File: src/rtl/addrdecode_track.sv
// Registered address decoder with a same-slave ordering lock and a built-in bus-error responder.
// Optional build macro ADDRDECODE_LOWPOWER_EN: o_addr/o_data read as zero whenever o_valid is low.
module addrdecode_track #(
  parameter int NS        = 4,
  parameter int AW        = 32,
  parameter int DW        = 32,
  parameter int LGMAXPEND = 3,
  parameter logic [NS*AW-1:0] SLAVE_ADDR =
    {32'hC000_0000, 32'h4000_0000, 32'h8000_0000, 32'h0000_0000},
  parameter logic [NS*AW-1:0] SLAVE_MASK =
    {32'hF000_0000, 32'hC000_0000, 32'hC000_0000, 32'hC000_0000},
  parameter logic [NS-1:0] ACCESS_ALLOWED = '1
) (
  input  logic                 i_clk,
  input  logic                 i_reset_n,
  input  logic                 i_valid,
  output logic                 o_stall,
  input  logic [AW-1:0]        i_addr,
  input  logic [DW-1:0]        i_data,
  output logic                 o_valid,
  input  logic                 i_stall,
  output logic [NS-1:0]        o_decode,
  output logic [AW-1:0]        o_addr,
  output logic [DW-1:0]        o_data,
  input  logic                 i_rsp_valid,
  output logic                 o_err,
  output logic [LGMAXPEND-1:0] o_pending,
  output logic                 o_fault
);

  localparam int SW = (NS > 1) ? $clog2(NS) : 1;
  localparam logic [LGMAXPEND:0] MAXPEND = {1'b0, {LGMAXPEND{1'b1}}};

  typedef enum logic [1:0] {IDLE, ACTIVE, ERR} state_t;

  state_t               state_q;
  logic [LGMAXPEND-1:0] cnt_q, cnt_d;
  logic                 fault_q, fault_d;
  logic                 err_q;
  logic [SW-1:0]        lock_q, lock_d;
  logic                 valid_q, valid_d;
  logic [NS-1:0]        decode_q, decode_d;
  logic [AW-1:0]        addr_q, addr_d;
  logic [DW-1:0]        data_q, data_d;

  logic [SW-1:0]        slave;
  logic [NS-1:0]        sel_oh;
  logic                 none;
  logic [LGMAXPEND:0]   inflight;
  logic                 issue, rsp_dec, blocked, accept;

  // Scan from the top so the lowest-index match is the one left standing.
  always_comb begin
    slave  = '0;
    sel_oh = '0;
    none   = 1'b1;
    for (int k = NS - 1; k >= 0; k--) begin
      if ((((i_addr ^ SLAVE_ADDR[k*AW +: AW]) & SLAVE_MASK[k*AW +: AW]) == '0)
          && ACCESS_ALLOWED[k]) begin
        slave     = SW'(k);
        sel_oh    = '0;
        sel_oh[k] = 1'b1;
        none      = 1'b0;
      end
    end
  end

  assign inflight = {1'b0, cnt_q} + {{LGMAXPEND{1'b0}}, valid_q};
  assign issue    = valid_q && !i_stall;
  assign rsp_dec  = i_rsp_valid && (cnt_q != '0);

  // A full pipe may still take a request when a response frees a slot this cycle.
  always_comb begin
    blocked = 1'b0;
    if (state_q == ERR)                                  blocked = 1'b1;
    if (valid_q && i_stall)                              blocked = 1'b1;
    if ((inflight != '0) && (none || (slave != lock_q))) blocked = 1'b1;
    if ((inflight == MAXPEND) && !rsp_dec)               blocked = 1'b1;
  end

  assign o_stall = i_valid && blocked;
  assign accept  = i_valid && !blocked;

  always_comb begin
    cnt_d = cnt_q;
    if (issue && !rsp_dec)      cnt_d = cnt_q + 1'b1;
    else if (rsp_dec && !issue) cnt_d = cnt_q - 1'b1;
    fault_d = fault_q || (i_rsp_valid && (cnt_q == '0));
  end

  always_comb begin
    valid_d  = valid_q;
    decode_d = decode_q;
    addr_d   = addr_q;
    data_d   = data_q;
    lock_d   = lock_q;
    if (accept && !none) begin
      valid_d  = 1'b1;
      decode_d = sel_oh;
      addr_d   = i_addr;
      data_d   = i_data;
      lock_d   = slave;
    end else if (issue) begin
      valid_d  = 1'b0;
      decode_d = '0;
`ifdef ADDRDECODE_LOWPOWER_EN
      addr_d   = '0;
      data_d   = '0;
`else
      addr_d   = addr_q;
      data_d   = data_q;
`endif
    end
  end

  always_ff @(posedge i_clk or negedge i_reset_n) begin
    if (!i_reset_n) begin
      state_q  <= IDLE;
      cnt_q    <= '0;
      fault_q  <= 1'b0;
      err_q    <= 1'b0;
      lock_q   <= '0;
      valid_q  <= 1'b0;
      decode_q <= '0;
      addr_q   <= '0;
      data_q   <= '0;
    end else begin
      cnt_q    <= cnt_d;
      fault_q  <= fault_d;
      lock_q   <= lock_d;
      valid_q  <= valid_d;
      decode_q <= decode_d;
      addr_q   <= addr_d;
      data_q   <= data_d;
      err_q    <= accept && none;
      case (state_q)
        IDLE: begin
          if (accept) state_q <= none ? ERR : ACTIVE;
        end
        ACTIVE: begin
          if (accept)                 state_q <= none ? ERR : ACTIVE;
          else if (inflight == '0)    state_q <= IDLE;
        end
        ERR:     state_q <= IDLE;
        default: state_q <= IDLE;
      endcase
    end
  end

  assign o_valid   = valid_q;
  assign o_decode  = decode_q;
  assign o_addr    = addr_q;
  assign o_data    = data_q;
  assign o_err     = err_q;
  assign o_pending = cnt_q;
  assign o_fault   = fault_q;

endmodule

File: config.mk
export PLATFORM = sky130hd
export DESIGN_NAME = addrdecode_track
export DESIGN_NICKNAME = d
export VERILOG_FILES = /design/src/rtl/addrdecode_track.sv
export SDC_FILE = /design/constraint.sdc
export NUM_CORES = 1
export LEC_CHECK = 0
export CAP_MARGIN = 40
export CORE_ASPECT_RATIO = 1.1
export CORE_UTILIZATION = 40
export DETAILED_ROUTE_END_ITERATION = 16
export GPL_TIMING_DRIVEN = 1
export PLACE_DENSITY = 0.76
export REMOVE_ABC_BUFFERS = 1
export SYNTH_ARGS = -nofsm -noshare
export SYNTH_HDL_FRONTEND = slang
export SYNTH_SLANG_ARGS = --single-unit
File: constraint.sdc
create_clock -name i_clk -period 2.8 [get_ports i_clk]
set_clock_uncertainty 0.05 [all_clocks]
set_input_delay 0.28 -clock i_clk [delete_from_list [all_inputs] [get_ports i_clk]]
set_output_delay 0.28 -clock i_clk [all_outputs]
set_load 0.01 [all_outputs]
# Word level (Yosys, flattened, before mapping)
# Cells that the tools add are included.
# totals
register_bits	78
input_bits	69
wordCells	79
# op_classes
n_addsub	3
n_eq_ne	6
n_mux	27
n_bitwise	3
n_reduce_logical	31
# ops
operator	n
$logic_not A32 Y1	4
$mux W4	6
$mux W2	8
$logic_and A1 B1 Y1	12
$mux W1	10
$mux W3	2
$logic_not A1 Y1	5
$add A3 B1 Y4	1
$eq A4 B3 Y1 const B	1
$logic_not A4 Y1	1
$pmux W2 S2	1
$reduce_bool A2 Y1	2
$reduce_bool A4 Y1	1
$add A3 B1 Y3 const B	1
$logic_not A3 Y1	1
$ne A3 B3 Y1 const B	1
$reduce_bool A3 Y1	1
$sub A3 B1 Y3 const B	1
$eq A2 B1 Y1 const B	1
$eq A2 B2 Y1 const B	1
$logic_not A2 Y1	1
$logic_or A1 B1 Y1	2
$ne A2 B2 Y1	1
$ne A2 B2 Y1 const B	1
other kinds (3)	4

# Logic depth before layout (Yosys ltp)
# Gate-level depths: netlist of run 1.
# depth
word_depth	15
depth_mapped	10
mapped_depth_nobuf	9

# Worst setup path before layout of run 1
# OpenSTA, ideal clock, no wires.
# synth_path
kind	register to register
start	register cnt_q[0] (netlist: o_pending[0])
end	register addr_q[10] (netlist: o_addr[10])
arrival_ps	2128
required_ps	2625
slack_ps	497
path_stages_with_launch	11
period_less_slack_ps	2303
path_cell_list	dfrtp_1 -> ha_1 -> ha_1 -> a21oi_1 -> mux2i_1 -> o311ai_1 -> a31oi_1 -> nand2_1 -> buf_6 -> buf_6 -> mux2_4
# synth_via
elab_chain_len	8
elab_cells_between_ends	13
classes_between	add/sub (1); eq/ne (1); mux (2); reduce/logical (9)
# synth_lines
item	line	source
start, declared	37	logic [LGMAXPEND-1:0] cnt_q, cnt_d;
start signal, assigned	128	cnt_q <= cnt_d;
$add A3 B1 Y4 or $reduce_bool A3 Y1 (tied branches)	68, 70	
$reduce_bool A4 Y1 or $logic_and A1 B1 Y1 (tied branches)	77, 70	
$logic_and A1 B1 Y1 or $logic_not A1 Y1 (tied branches)	77, 78	
$mux W1 or $logic_and A1 B1 Y1 (tied branches)	77, 78	
$mux W1 *	78	if ((inflight == MAXPEND) && !rsp_dec) blocked = 1'b1;
$logic_not A1 Y1 *	82	assign accept = i_valid && !blocked;
$logic_and A1 B1 Y1 *	82	
$logic_and A1 B1 Y1 *	97	if (accept && !none) begin
end signal, assigned	133	addr_q <= addr_d;
end, declared	43	logic [AW-1:0] addr_q, addr_d;
# Every way passes the cells marked *; elsewhere a longest branch is shown, timed or not.
# A chain may end at the register's enable or synchronous reset.

# Final worst setup path of run 1
# layout_path
start	register cnt_q[0] (netlist: o_pending[0])
end	register data_q[16] (netlist: o_data[16])
# layout_via
elab_chain_len	8
elab_cells_between_ends	13
classes_between	add/sub (1); eq/ne (1); mux (2); reduce/logical (9)
# layout_lines
item	line	source
$add A3 B1 Y4 or $reduce_bool A3 Y1 (tied branches)	68, 70	
$reduce_bool A4 Y1 or $logic_and A1 B1 Y1 (tied branches)	77, 70	
$logic_and A1 B1 Y1 or $logic_not A1 Y1 (tied branches)	77, 78	
$mux W1 or $logic_and A1 B1 Y1 (tied branches)	77, 78	
$mux W1 *	78	
$logic_not A1 Y1 *	82	
$logic_and A1 B1 Y1 *	82	
$logic_and A1 B1 Y1 *	97	
end signal, assigned	134	data_q <= data_d;
end, declared	44	logic [DW-1:0] data_q, data_d;
# Marks and branches as above.

==> impl_metrics.env, run 1 <==
export IMPL_critPathKind="flop to flop"
export IMPL_path_clk_slew_ps=80
export IMPL_p_per_area_mw_per_mm2=1130
export IMPL_overflow=0
export IMPL_h_tree_depth=3
export IMPL_rsz0062_at_grt="no"
export IMPL_ys_seq_elements=78
export IMPL_fin_crit_ps=2450
export IMPL_post_drt_wl_per_cell_um=15.3
export IMPL_drv_slew=0
export IMPL_finalCritPeriodShare=0.876
export IMPL_crit_family="compound AO/OA/AOI/OAI gates"
export IMPL_cp_required_ps=2960
export IMPL_setup_tns_ps=0
export IMPL_setup_viol=0
export IMPL_crit_chain="ha_1 > ha_1 > a21oi_1 > mux2i_1 > o311ai_1 > a31oi_1 > nand2_4 > buf_12 > mux2_1"
export IMPL_grt_pass1_vias=2371
export IMPL_yosys_area_top_type="dfrtp_1"
export IMPL_io_buffers=143
export IMPL_dieHeight_um=96.1
export IMPL_cap_violations=0
export IMPL_vias_per_cell=4.82
export IMPL_relSlewSlack=0.767
export IMPL_grt_pass1_wl_mm=11.5
export IMPL_dr_pass1_iters=4
export IMPL_dieWidth_um=87.5
export IMPL_yosys_top_cells_count="dfrtp_1, mux2_1, mux2_4"
export IMPL_synthFlopType="dfrtp_1"
export IMPL_synth_edff_count=0
export IMPL_synth_distinct_cells=37
export IMPL_globalplace_congestion=0.744
export IMPL_dp_hpwl_mm=5.16
export IMPL_r2r_end="o_data[16]"
export IMPL_end_kind="flop"
export IMPL_fill_cells=581
export IMPL_syn_area_per_cell_sq_um=15.1
export IMPL_initial_utilization=0.421
export IMPL_cts_buffers=9
export IMPL_ir_drop_v=0.000536
export IMPL_synth_area_top_cells="dfrtp_1, mux2_1, mux2_4, buf_6, a21oi_1"
export IMPL_hold_path_class="input port to async pin"
export IMPL_p_leak_nw=2.25
export IMPL_reg2reg_slack_ps=350
export IMPL_cp_num_buf_inv=1
export IMPL_drc=0
export IMPL_dp_cells=457
export IMPL_slowest_delay_ps=460
export IMPL_cts_tree="built"
export IMPL_reg2reg_depth=9
export IMPL_ios=144
export IMPL_yosys_warnings=0
export IMPL_coreArea_sq_mm=0.00764
export IMPL_antenna_found_initial=0
export IMPL_synth_most_common_cell="dfrtp_1"
export IMPL_antenna_cells=0
export IMPL_grt_use_total=0.182
export IMPL_layout_cells_non_filler=475
export IMPL_nNetsFinal=438
export IMPL_synthDominantCellAreaShare=0.607
export IMPL_synthCells=213
export IMPL_drt_wl_total_mm=7.26
export IMPL_outcome="finished clean"
export IMPL_hold_violations=0
export IMPL_start_kind="flop"
export IMPL_synth_area_sq_mm=0.00322
export IMPL_drive_above_1_share=0.143
export IMPL_fin_hold_ws_ps=294
export IMPL_crit_path_frequent_cell="ha_1"
export IMPL_cts_buffer_depth=2
export IMPL_grt_max_degree=64
export IMPL_worstPathArrival_ps=2620
export IMPL_slowest_stage="dfrtp_2"
export IMPL_cts_sinks=78
export IMPL_rows=33
export IMPL_ant_nets=0
export IMPL_drt_iter0_drc=45
export IMPL_clock_latency_ps=340
export IMPL_area_growth_pct=56.7
export IMPL_via_count=2290
export IMPL_fmax_mhz=407
export IMPL_ys_seq_area_frac=0.607
export IMPL_fp_dieArea_sq_mm=0.00841
export IMPL_worst_pin_slew_ps=348
export IMPL_root_buffer="clkbuf_8"
export IMPL_synthArstFlopShare=1.00
export IMPL_crit_fanout=41
export IMPL_r2r_start="o_pending[0]"
stage by stage:
step           worst slack, ps   util  power (mW)  cell area [sq um]
4_1_cts                   6.78  0.658        5.78               5030
3_5_place_dp               221  0.628        4.83               4800
5_1_grt                    169  0.660        6.06               5040
6_report                   346  0.660        5.72               5040
3_3_place_gp               290  0.624        4.74               4770
2_1_floorplan            -1390      -        3.38               3150
placed cells by master, fill, tap and decap left out, types with 2 or more instances in the layout:
cell	count
inv_1	5
xor2_1	3
ha_1	3
clkinv_2	2
nand2_1	5
and2_1	2
o21ai_0	2
a32o_1	3
mux2_4	25
clkdlybuf4s50_1	141
nor3_1	2
nor2_1	10
clkbuf_8	13
buf_12	2
mux2_1	37
buf_4	3
dfrtp_1	77
a21oi_1	8
flip-flops by register name, summed over array words and instances, names as in the netlist:
name	flops
o_addr	32
o_data	32
o_decode	4
o_pending	3
lock_q	2
state_q	2
o_err	1
o_fault	1
o_valid	1
kinds of logic after synthesis:
family                   share of synthesized area
AO/OA/AOI/OAI                               0.0432
XOR/XNOR                                    0.0109
adder cells (fa/ha/maj)                     0.0179
buffers and inverters                       0.0268
flip-flops                                   0.607
multiplexers                                 0.253
AND/OR/NAND/NOR                             0.0416
timing repair:
item,4_1_cts,5_1_grt
endpoints found under the setup margin,1,1
pin swaps,1,1
buffers inserted,0,1
hold buffers,1,0
gates cloned,0,0
hold endpoints to repair,15,0
gates resized for setup,2,1
report_power, final:
group          total [mW]  switching [mW]  internal, mW  leakage, nW
clock network       0.908           0.400         0.507        0.115
logic                2.78            1.04          1.74         1.20
registers            2.03           0.338          1.69        0.932
cell type report:
type	instances	area, sq um	area share
Clock buffer	13	179	0.0355
Clock inverter	3	40.0	0.00794
Inverter	6	22.5	0.00447
Multi-Input combinational cell	121	1190	0.236
Sequential cell	78	1950	0.388
Tap cell	105	131	0.0261
Timing Repair Buffer	149	1520	0.302
worst max path at each step:
stage	from	to	slack, ps	cells after the start
detailed placement	i_addr[30]	o_data[29]	220	7
global route	o_pending[0]	o_data[16]	170	9
finish	o_pending[0]	o_data[16]	350	9
CTS	o_pending[0]	o_stall	7	9
floorplan	o_pending[0]	o_addr[0]	-1390	8
global placement	i_addr[29]	o_stall	290	8
metal layers:
layer  up-vias  share of wire  GRT usage
li1       1052              -          -
met1      1142           0.40      0.217
met2        87           0.51      0.305
met3         9          0.071     0.0532
met4         0          0.011     0.0779
met5         -              0          0
(Power assumes the default switching activity.)
==> run 2: changes to the inputs <==
- CAP_MARGIN: 40 -> 20
==> run 2 against run 1 <==
Sequential share of layout area increased by 0.36 points. Critical path depth is the same. Sequential cell count unchanged. Critical path type unchanged. Critical endpoint is now o_data[29]. Total power decreased by 0.23%. Final cell count shrank 0.84%. Non-clock buffer count decreased by 2. Hold slack lost 270 ps. Combinational power barely moved. Core utilization is 0.61 points lower. Global-route usage down 0.54 points. First-iteration DRC count is 47% higher. Largest cell class unchanged.
==> impl_metrics.env, run 2 (synthesis gave the netlist of run 1 again) <==
export IMPL_place_area_sq_mm=0.00477
export IMPL_cts_buffer_depth=2
export IMPL_critPathKind="flop to flop"
export IMPL_crit_path_frequent_cell="ha_1"
export IMPL_drt_wl_total_mm=7.06
export IMPL_hold_path_class="input port to async pin"
export IMPL_h_tree_depth=3
export IMPL_fin_crit_ps=2450
export IMPL_cts_buffers=9
export IMPL_globalplace_congestion=0.744
export IMPL_crit_chain="ha_1 > ha_1 > a21oi_1 > mux2i_1 > o311ai_1 > a31oi_1 > nand2_4 > buf_12 > mux2_1"
export IMPL_ir_drop_v=0.000578
export IMPL_hold_violations=0
export IMPL_nNetsFinal=436
export IMPL_drc=0
export IMPL_cts_tree="built"
export IMPL_area_growth_pct=55.2
export IMPL_final_common_cell="clkdlybuf4s50_1"
export IMPL_clock_latency_ps=340
export IMPL_fill_cells=594
export IMPL_worstPathArrival_ps=2620
export IMPL_slowest_delay_ps=460
export IMPL_drt_iter0_drc=66
export IMPL_crit_family="compound AO/OA/AOI/OAI gates"
export IMPL_dp_hpwl_mm=5.10
export IMPL_pre_cts_slack_ps=212
export IMPL_cp_required_ps=2980
export IMPL_antenna_found_initial=0
export IMPL_worst_pin_slew_ps=962
export IMPL_rows=33
export IMPL_ios=144
export IMPL_fin_ws_ps=351
export IMPL_p_leak_nw=2.22
export IMPL_fmax_mhz=408
export IMPL_post_drt_wl_per_cell_um=15.0
export IMPL_dr_pass1_iters=4
export IMPL_grt_use_total=0.176
export IMPL_ant_nets=0
export IMPL_relSlewSlack=0.359
export IMPL_fin_util=0.654
export IMPL_via_count=2267
export IMPL_cp_num_buf_inv=1
export IMPL_final_area_sq_mm=0.00499
export IMPL_grt_max_degree=79
export IMPL_crit_fanout=41
export IMPL_outcome="finished clean"
export IMPL_setup_viol=0
export IMPL_mostFrequentLayoutCells="clkdlybuf4s50_1, dfrtp_1, mux2_1"
export IMPL_rsz0062_at_grt="no"
export IMPL_cts_hold_buf=0
export IMPL_finalPower_mw=5.70
export IMPL_overflow=0
export IMPL_cap_violations=0
export IMPL_drv_slew=0
export IMPL_end_kind="flop"
export IMPL_vias_per_cell=4.81
export IMPL_root_buffer="clkbuf_8"
export IMPL_antenna_cells=0
export IMPL_fp_dieArea_sq_mm=0.00841
export IMPL_drive_above_1_share=0.137
export IMPL_grt_pass1_wl_mm=11.1
export IMPL_coreArea_sq_mm=0.00764
export IMPL_p_per_area_mw_per_mm2=1140
export IMPL_finalCritPeriodShare=0.875
export IMPL_dieWidth_um=87.5
export IMPL_io_buffers=143
export IMPL_dieHeight_um=96.1
export IMPL_grt_pass1_vias=2356
export IMPL_slowest_stage="dfrtp_2"
export IMPL_initial_utilization=0.421
export IMPL_cts_sinks=78
export IMPL_path_clk_slew_ps=80
export IMPL_start_kind="flop"
run 2: cell types whose count changed in the layout (fill, tap and decap cells not counted):
cell,previous run,this run
clkbuf_8,13,10
clkinv_2,2,1
clkinvlp_4,0,1
buf_16,1,0
bufinv_16,1,2
dlygate4sd3_1,1,0
run 2: metal layers:
| layer | part of all wire | up-vias | track usage |
|---|---|---|---|
| li1 | - | 1042 | - |
| met1 | 0.39 | 1119 | 0.202 |
| met2 | 0.51 | 93 | 0.299 |
| met3 | 0.079 | 13 | 0.0600 |
| met4 | 0.019 | 0 | 0.0779 |
| met5 | 0 | - | 0 |
run 2: stage by stage:
stage / TNS, ps / std cells / hold slack [ps]
after floorplan: -90860 / 205 / -65.6
after global placement: 0 / 456 / 389
after detailed placement: 0 / 456 / 397
after CTS: 0 / 470 / 69.5
after global routing: 0 / 471 / 119
final: 0 / 471 / 24.5
run 2: report_power, final:
part	internal [mW]	switching (mW)
Sequential	1.69	0.336
Combinational	1.74	1.03
Clock	0.515	0.389
Total	3.94	1.76
run 2: worst paths after layout:
| kind | cells after the start | startpoint | endpoint | slack (ps) |
|---|---|---|---|---|
| worst max-delay path | 9 | o_pending[0] | o_data[29] | 350 |
| worst min-delay path | 1 | i_reset_n | o_addr[28] | 20 |
| worst max register to register | 9 | o_pending[0] | o_data[29] | 350 |
| worst min register to register | 1 | o_fault | o_fault | 410 |
| max in group asynchronous | 1 | i_reset_n | o_pending[0] | 1990 |
| min in group i_clk | 1 | o_fault | o_fault | 410 |
run 2: what timing repair did:
action | 4_1_cts | 5_1_grt
gates resized for setup | 2 | 1
buffers inserted | 0 | 1
endpoints found under the hold margin | 0 | 0
setup endpoints to repair | 1 | 1
pin swaps | 1 | 1
run 2: area by class of cell:
type                       count  area, sq um  share of cell area
timing repair buffer         147         1490               0.298
tap                          105          131              0.0263
clock buffer                  10          138              0.0276
clock inverter                 4         72.6              0.0145
multi-input combinational    121         1190               0.238
inverter                       6         22.5             0.00451
sequential                    78         1950               0.391
